### config.mk
export PLATFORM = sky130hd
export DESIGN_NAME = mem_port_arbiter
export DESIGN_NICKNAME = d
export VERILOG_FILES = /design/src/rtl/mem_port_arbiter_pkg.sv /design/src/rtl/mem_port_arbiter_prio.sv /design/src/rtl/mem_port_arbiter.sv
export SDC_FILE = /design/constraint.sdc
export NUM_CORES = 1
export LEC_CHECK = 0
export CAP_MARGIN = 30
export CELL_PAD_IN_SITES_DETAIL_PLACEMENT = 0
export CELL_PAD_IN_SITES_GLOBAL_PLACEMENT = 1
export CORE_AREA = 2 2 54 56
export CTS_CLUSTER_SIZE = 20
export DETAILED_ROUTE_END_ITERATION = 6
export DIE_AREA = 0 0 56 58
export DONT_BUFFER_PORTS = 1
export PLACE_DENSITY = 0.76
export REMOVE_ABC_BUFFERS = 1
export SETUP_SLACK_MARGIN = 0.3
export SYNTH_ARGS = -nofsm -noshare
export SYNTH_HDL_FRONTEND = slang
export SYNTH_HIERARCHICAL = 1
export SYNTH_SLANG_ARGS = --single-unit
### constraint.sdc
create_clock -name clk -period 1.4 [get_ports clk]
set_input_delay 0 -clock clk [delete_from_list [all_inputs] [get_ports clk]]
set_output_delay 0 -clock clk [all_outputs]
set_load 0.01 [all_outputs]
### src/rtl/mem_port_arbiter_pkg.sv
// Shared definitions for the fetch / memory-access port arbiter.
package mem_port_arbiter_pkg;

  localparam int unsigned STARVE_LIMIT_DEFAULT = 3;

  typedef enum logic [1:0] {
    RESP_NONE = 2'd0,
    RESP_IF   = 2'd1,
    RESP_MA   = 2'd2
  } resp_owner_e;

  // Starvation counter must hold STARVE_LIMIT and is never narrower than 2 bits.
  function automatic int unsigned cnt_width(input int unsigned limit);
    return ($clog2(limit + 1) < 2) ? 2 : $clog2(limit + 1);
  endfunction

endpackage

### src/rtl/mem_port_arbiter_prio.sv
// Grant selection: memory-access wins by default, fetch is forced through
// after STARVE_LIMIT consecutive denied cycles.
module arb_priority_fsm
  import mem_port_arbiter_pkg::*;
#(
  parameter int unsigned STARVE_LIMIT = STARVE_LIMIT_DEFAULT
) (
  input  logic clk,
  input  logic reset_n,
  input  logic if_req,
  input  logic ma_req,
  output logic if_gnt,
  output logic ma_gnt
);

  localparam int unsigned CNT_W = cnt_width(STARVE_LIMIT);
  localparam logic [CNT_W-1:0] LIMIT = CNT_W'(STARVE_LIMIT);

  logic [CNT_W-1:0] starve_cnt_q, starve_cnt_d;
  logic             force_if;

  always_comb begin
    force_if     = if_req && (starve_cnt_q == LIMIT);
    if_gnt       = reset_n && if_req && (force_if || !ma_req);
    ma_gnt       = reset_n && ma_req && !force_if;
    starve_cnt_d = '0;
    if (if_req && !if_gnt) begin
      starve_cnt_d = (starve_cnt_q == LIMIT) ? starve_cnt_q
                                             : starve_cnt_q + CNT_W'(1);
    end
  end

  always_ff @(posedge clk) begin
    if (!reset_n) starve_cnt_q <= '0;
    else          starve_cnt_q <= starve_cnt_d;
  end

endmodule

### src/rtl/mem_port_arbiter.sv
// Arbitrates the fetch and memory-access stages onto one single-port memory
// and routes the one-cycle-latency read data back to the owning requester.
module mem_port_arbiter
  import mem_port_arbiter_pkg::*;
#(
  parameter int unsigned STARVE_LIMIT = STARVE_LIMIT_DEFAULT
) (
  input  logic        clk,
  input  logic        reset_n,
  input  logic        if_req,
  input  logic [15:0] if_addr,
  output logic        if_gnt,
  output logic [15:0] if_rdata,
  output logic        if_rvalid,
  input  logic        ma_req,
  input  logic        ma_we,
  input  logic [15:0] ma_addr,
  input  logic [15:0] ma_wdata,
  output logic        ma_gnt,
  output logic [15:0] ma_rdata,
  output logic        ma_rvalid,
  output logic [15:0] address_to_memory,
  output logic [15:0] data_to_memory,
  output logic        data_to_memory_write_en,
  input  logic [15:0] data_from_memory,
  output logic        stall_if
);

  resp_owner_e resp_q, resp_d;

  arb_priority_fsm #(
    .STARVE_LIMIT(STARVE_LIMIT)
  ) u_prio (
    .clk    (clk),
    .reset_n(reset_n),
    .if_req (if_req),
    .ma_req (ma_req),
    .if_gnt (if_gnt),
    .ma_gnt (ma_gnt)
  );

  always_comb begin
    address_to_memory       = '0;
    data_to_memory          = '0;
    data_to_memory_write_en = 1'b0;
    if (if_gnt) begin
      address_to_memory = if_addr;
    end else if (ma_gnt) begin
      address_to_memory       = ma_addr;
      data_to_memory          = ma_wdata;
      data_to_memory_write_en = ma_we;
    end
    stall_if = reset_n && if_req && !if_gnt;
  end

  always_comb begin
    resp_d = RESP_NONE;
    if (if_gnt)                resp_d = RESP_IF;
    else if (ma_gnt && !ma_we) resp_d = RESP_MA;
  end

  always_ff @(posedge clk) begin
    if (!reset_n) resp_q <= RESP_NONE;
    else          resp_q <= resp_d;
  end

  // rvalid is also masked by reset_n so an in-flight read vanishes as soon as reset asserts.
  always_comb begin
    if_rvalid = reset_n && (resp_q == RESP_IF);
    ma_rvalid = reset_n && (resp_q == RESP_MA);
    if_rdata  = data_from_memory;
    ma_rdata  = data_from_memory;
  end

endmodule
==> results.ini <==
[power]
power_uw=495.2
leakage_uw=0.0004287
powerDensity_nw_per_um2=531.3
ir_worst_vdd_v=0.0001763

[logic_synthesis]
ys_ff_latch=4
yosysWarnings=6
yosys.area.top_type_share=0.3288
netlist-cell-type-count=18
syn_area_um2=730.7
synthFlopType=dfxtp_1
synth_cells=95
ys_seq_area_frac=0.1096
synth_edf_count=0
synth.area.top_cells=buf_4, a22o_1, and2_1, dfxtp_1, buf_6
yosysMostFrequentCell=buf_4
yosys.area.top_type=buf_4
synthTopCellsByCount=buf_4, and2_1, a22o_1
synthArstFlopShare=0
avgSynthCellArea_um2=7.692

[routing]
drt-pass1-iter-count=2
drt_wl_total_um=3195
drc=0
final_antenna_net_count=0
dr.first_iter.drc_count=14
vias_per_cell=5.748
wl_per_cell_um=29.86
dr_total_vias=615

[clock_network]
clock-sinks=4
cts_tree=done
cts-hold-fix-buffers=2
insertion_delay_ps=230
cts_max_level=1
cts_buffers=3
clkTransAtPathRegs_ps=30
clk_path_buf_depth=2
root_buffer=clkbuf_4

[timing]
hold_viol=2
slew_headroom=0.8524
finClkSkew_ps=0.7479
period_needed_ps=1547
slew_violations=0
rsz0062_at_grt=yes
fin_ws_ps=-146.8
worst_pin_slew_ps=220.5
fin_hold_ws_ps=-6.932
fmax_mhz=646.5
final-setup-viol-count=33
fin_crit_sh=1.105

[critical_path]
setup.worst_path.class=reg -> out
r2r-end=resp_q[1]
crit_fanout=9
cpMaxStageDelayCell=dfxtp_2
crit_path_cell_trace=ha_4 > nand2b_4 > nor2b_4 > buf_4 > buf_16 > a22o_4
start_kind=flip-flop
worstSetupEndpointType=output pin
crit_family=flip-flops
slowest_delay_ps=320
cp-startpoint=u_prio/starve_cnt_q[1]
critPathRequiredTime_ps=1400
arrival_ps=1550
r2r_cells=7
r2r_setup_slack_ps=30
critPathCapture=address_to_memory[10]
crit_cells=6
cp_num_buf_inv=2
reg2reg_from=u_prio/starve_cnt_q[1]

[global_routing]
busiest_layer=met1
grt_use_total=0.1922
grt.met1_usage=0.2439
grt_overflow=0
grt_use_met2=0.2336
antenna_found_initial=0
grt_util_met3=0.1652
grt_pass1_wl_um=4422
grt_max_degree=13
grt_pass1_vias=690

[final_layout]
nFillCells=279
drive_gt1_frac=0.7632
antenna_cells=0
synthToLayoutAreaGrowth_pct=27.57
nNetsFinal=148

[floorplanning]
start_util=0.2744
core-area_um2=2663
fp.dieArea_um2=3248
die_h_um=58
dieWidth_um=56
rows=19
ios=139

[place]
io_buffers=0
place.gp.congestion=0.7328
hpwl_um=2388

[worst_hold_path]
worstHoldPathType=in -> reg

[outcome]
violations=negative hold slack, negative setup slack
status=complete, but fails checks

[run]
drv_cap=0

-- worst min-delay path, cell delays in order --
cell and delay (ps):
nand2b_4 50, buf_4 100, nor3_1 40
-- how the worst min path moves through the flow --
stage                          from                      to  slack (ps)  depth (start not counted)
2_1_floorplan   data_from_memory[0]             if_rdata[0]           0                          0
3_3_place_gp   data_from_memory[14]            if_rdata[14]         0.1                          0
3_5_place_dp   data_from_memory[14]            if_rdata[14]         0.1                          0
4_1_cts                      ma_req  u_prio/starve_cnt_q[0]         -10                          3
5_1_grt                      ma_req  u_prio/starve_cnt_q[0]         -20                          3
6_report                     ma_req  u_prio/starve_cnt_q[0]          -7                          3
-- repair_timing --
item | in CTS | in global routing
gates cloned | 2 | 1
gates resized for setup | 43 | 9
pin swaps | 7 | 2
setup endpoints to repair | 38 | 37
setup buffers | 5 | 0
endpoints found under the hold margin | 4 | 2
-- where the power goes --
group	internal, uW	switching [uW]	total [uW]
sequential	118	1.98	120
combinational	135	102	237
clock	95.6	42.6	138
total	348	147	495
-- flip-flops by register name (all words and copies together), names as in the netlist --
signal / count
resp_q: 2
u_prio/starve_cnt_q: 2
-- per-stage QoR --
stage          std cells  cell area (um2)  utilization  setup slack, ps  setup TNS [ps]
2_1_floorplan         58            446.7            -           -740.4          -22080
3_3_place_gp          94            538.0       0.2021            28.53               0
3_5_place_dp          94            538.0       0.2021            8.504               0
4_1_cts              106            848.3       0.3186           -150.2           -4577
5_1_grt              107            932.1       0.3501           -191.1           -5905
6_report             107            932.1       0.3501           -146.8           -4127
-- layout make-up --
type	count	area [um2]	share of cell area
Timing Repair Buffer	15	211.5	0.2268
Clock buffer	3	22.52	0.02416
Tap cell	31	38.79	0.04161
Multi-Input combinational cell	53	573.1	0.6148
Sequential cell	4	82.58	0.08859
Inverter	1	3.754	0.004027
-- cells by family (layout without fill, tap and decap cells) --
kind of cell / after synthesis / after routing / synth area share
buf+inv: 38 / 19 / 0.3938
flops: 4 / 4 / 0.1096
simple gates: 35 / 35 / 0.2911
fa+ha+maj: 1 / 1 / 0.01712
compound gates: 17 / 17 / 0.1884
-- layer usage --
layer | wire [um] | share of wire
met5 | 0 | 0
met4 | 0 | 0
met3 | 639 | 0.20
met2 | 1253 | 0.39
met1 | 1301 | 0.41
-- cells in the final DEF (no fill, tap or decap), types with 2 or more instances in the layout --
master,instances
dlygate4sd3_1,2
dfxtp_1,2
clkbuf_4,3
nor2b_4,2
and2_4,17
nand2_1,7
buf_4,6
a22o_4,14
dfxtp_2,2
buf_16,2
nor3_1,2
buf_12,2
No activity file was read; power rests on OpenSTA's default activity.
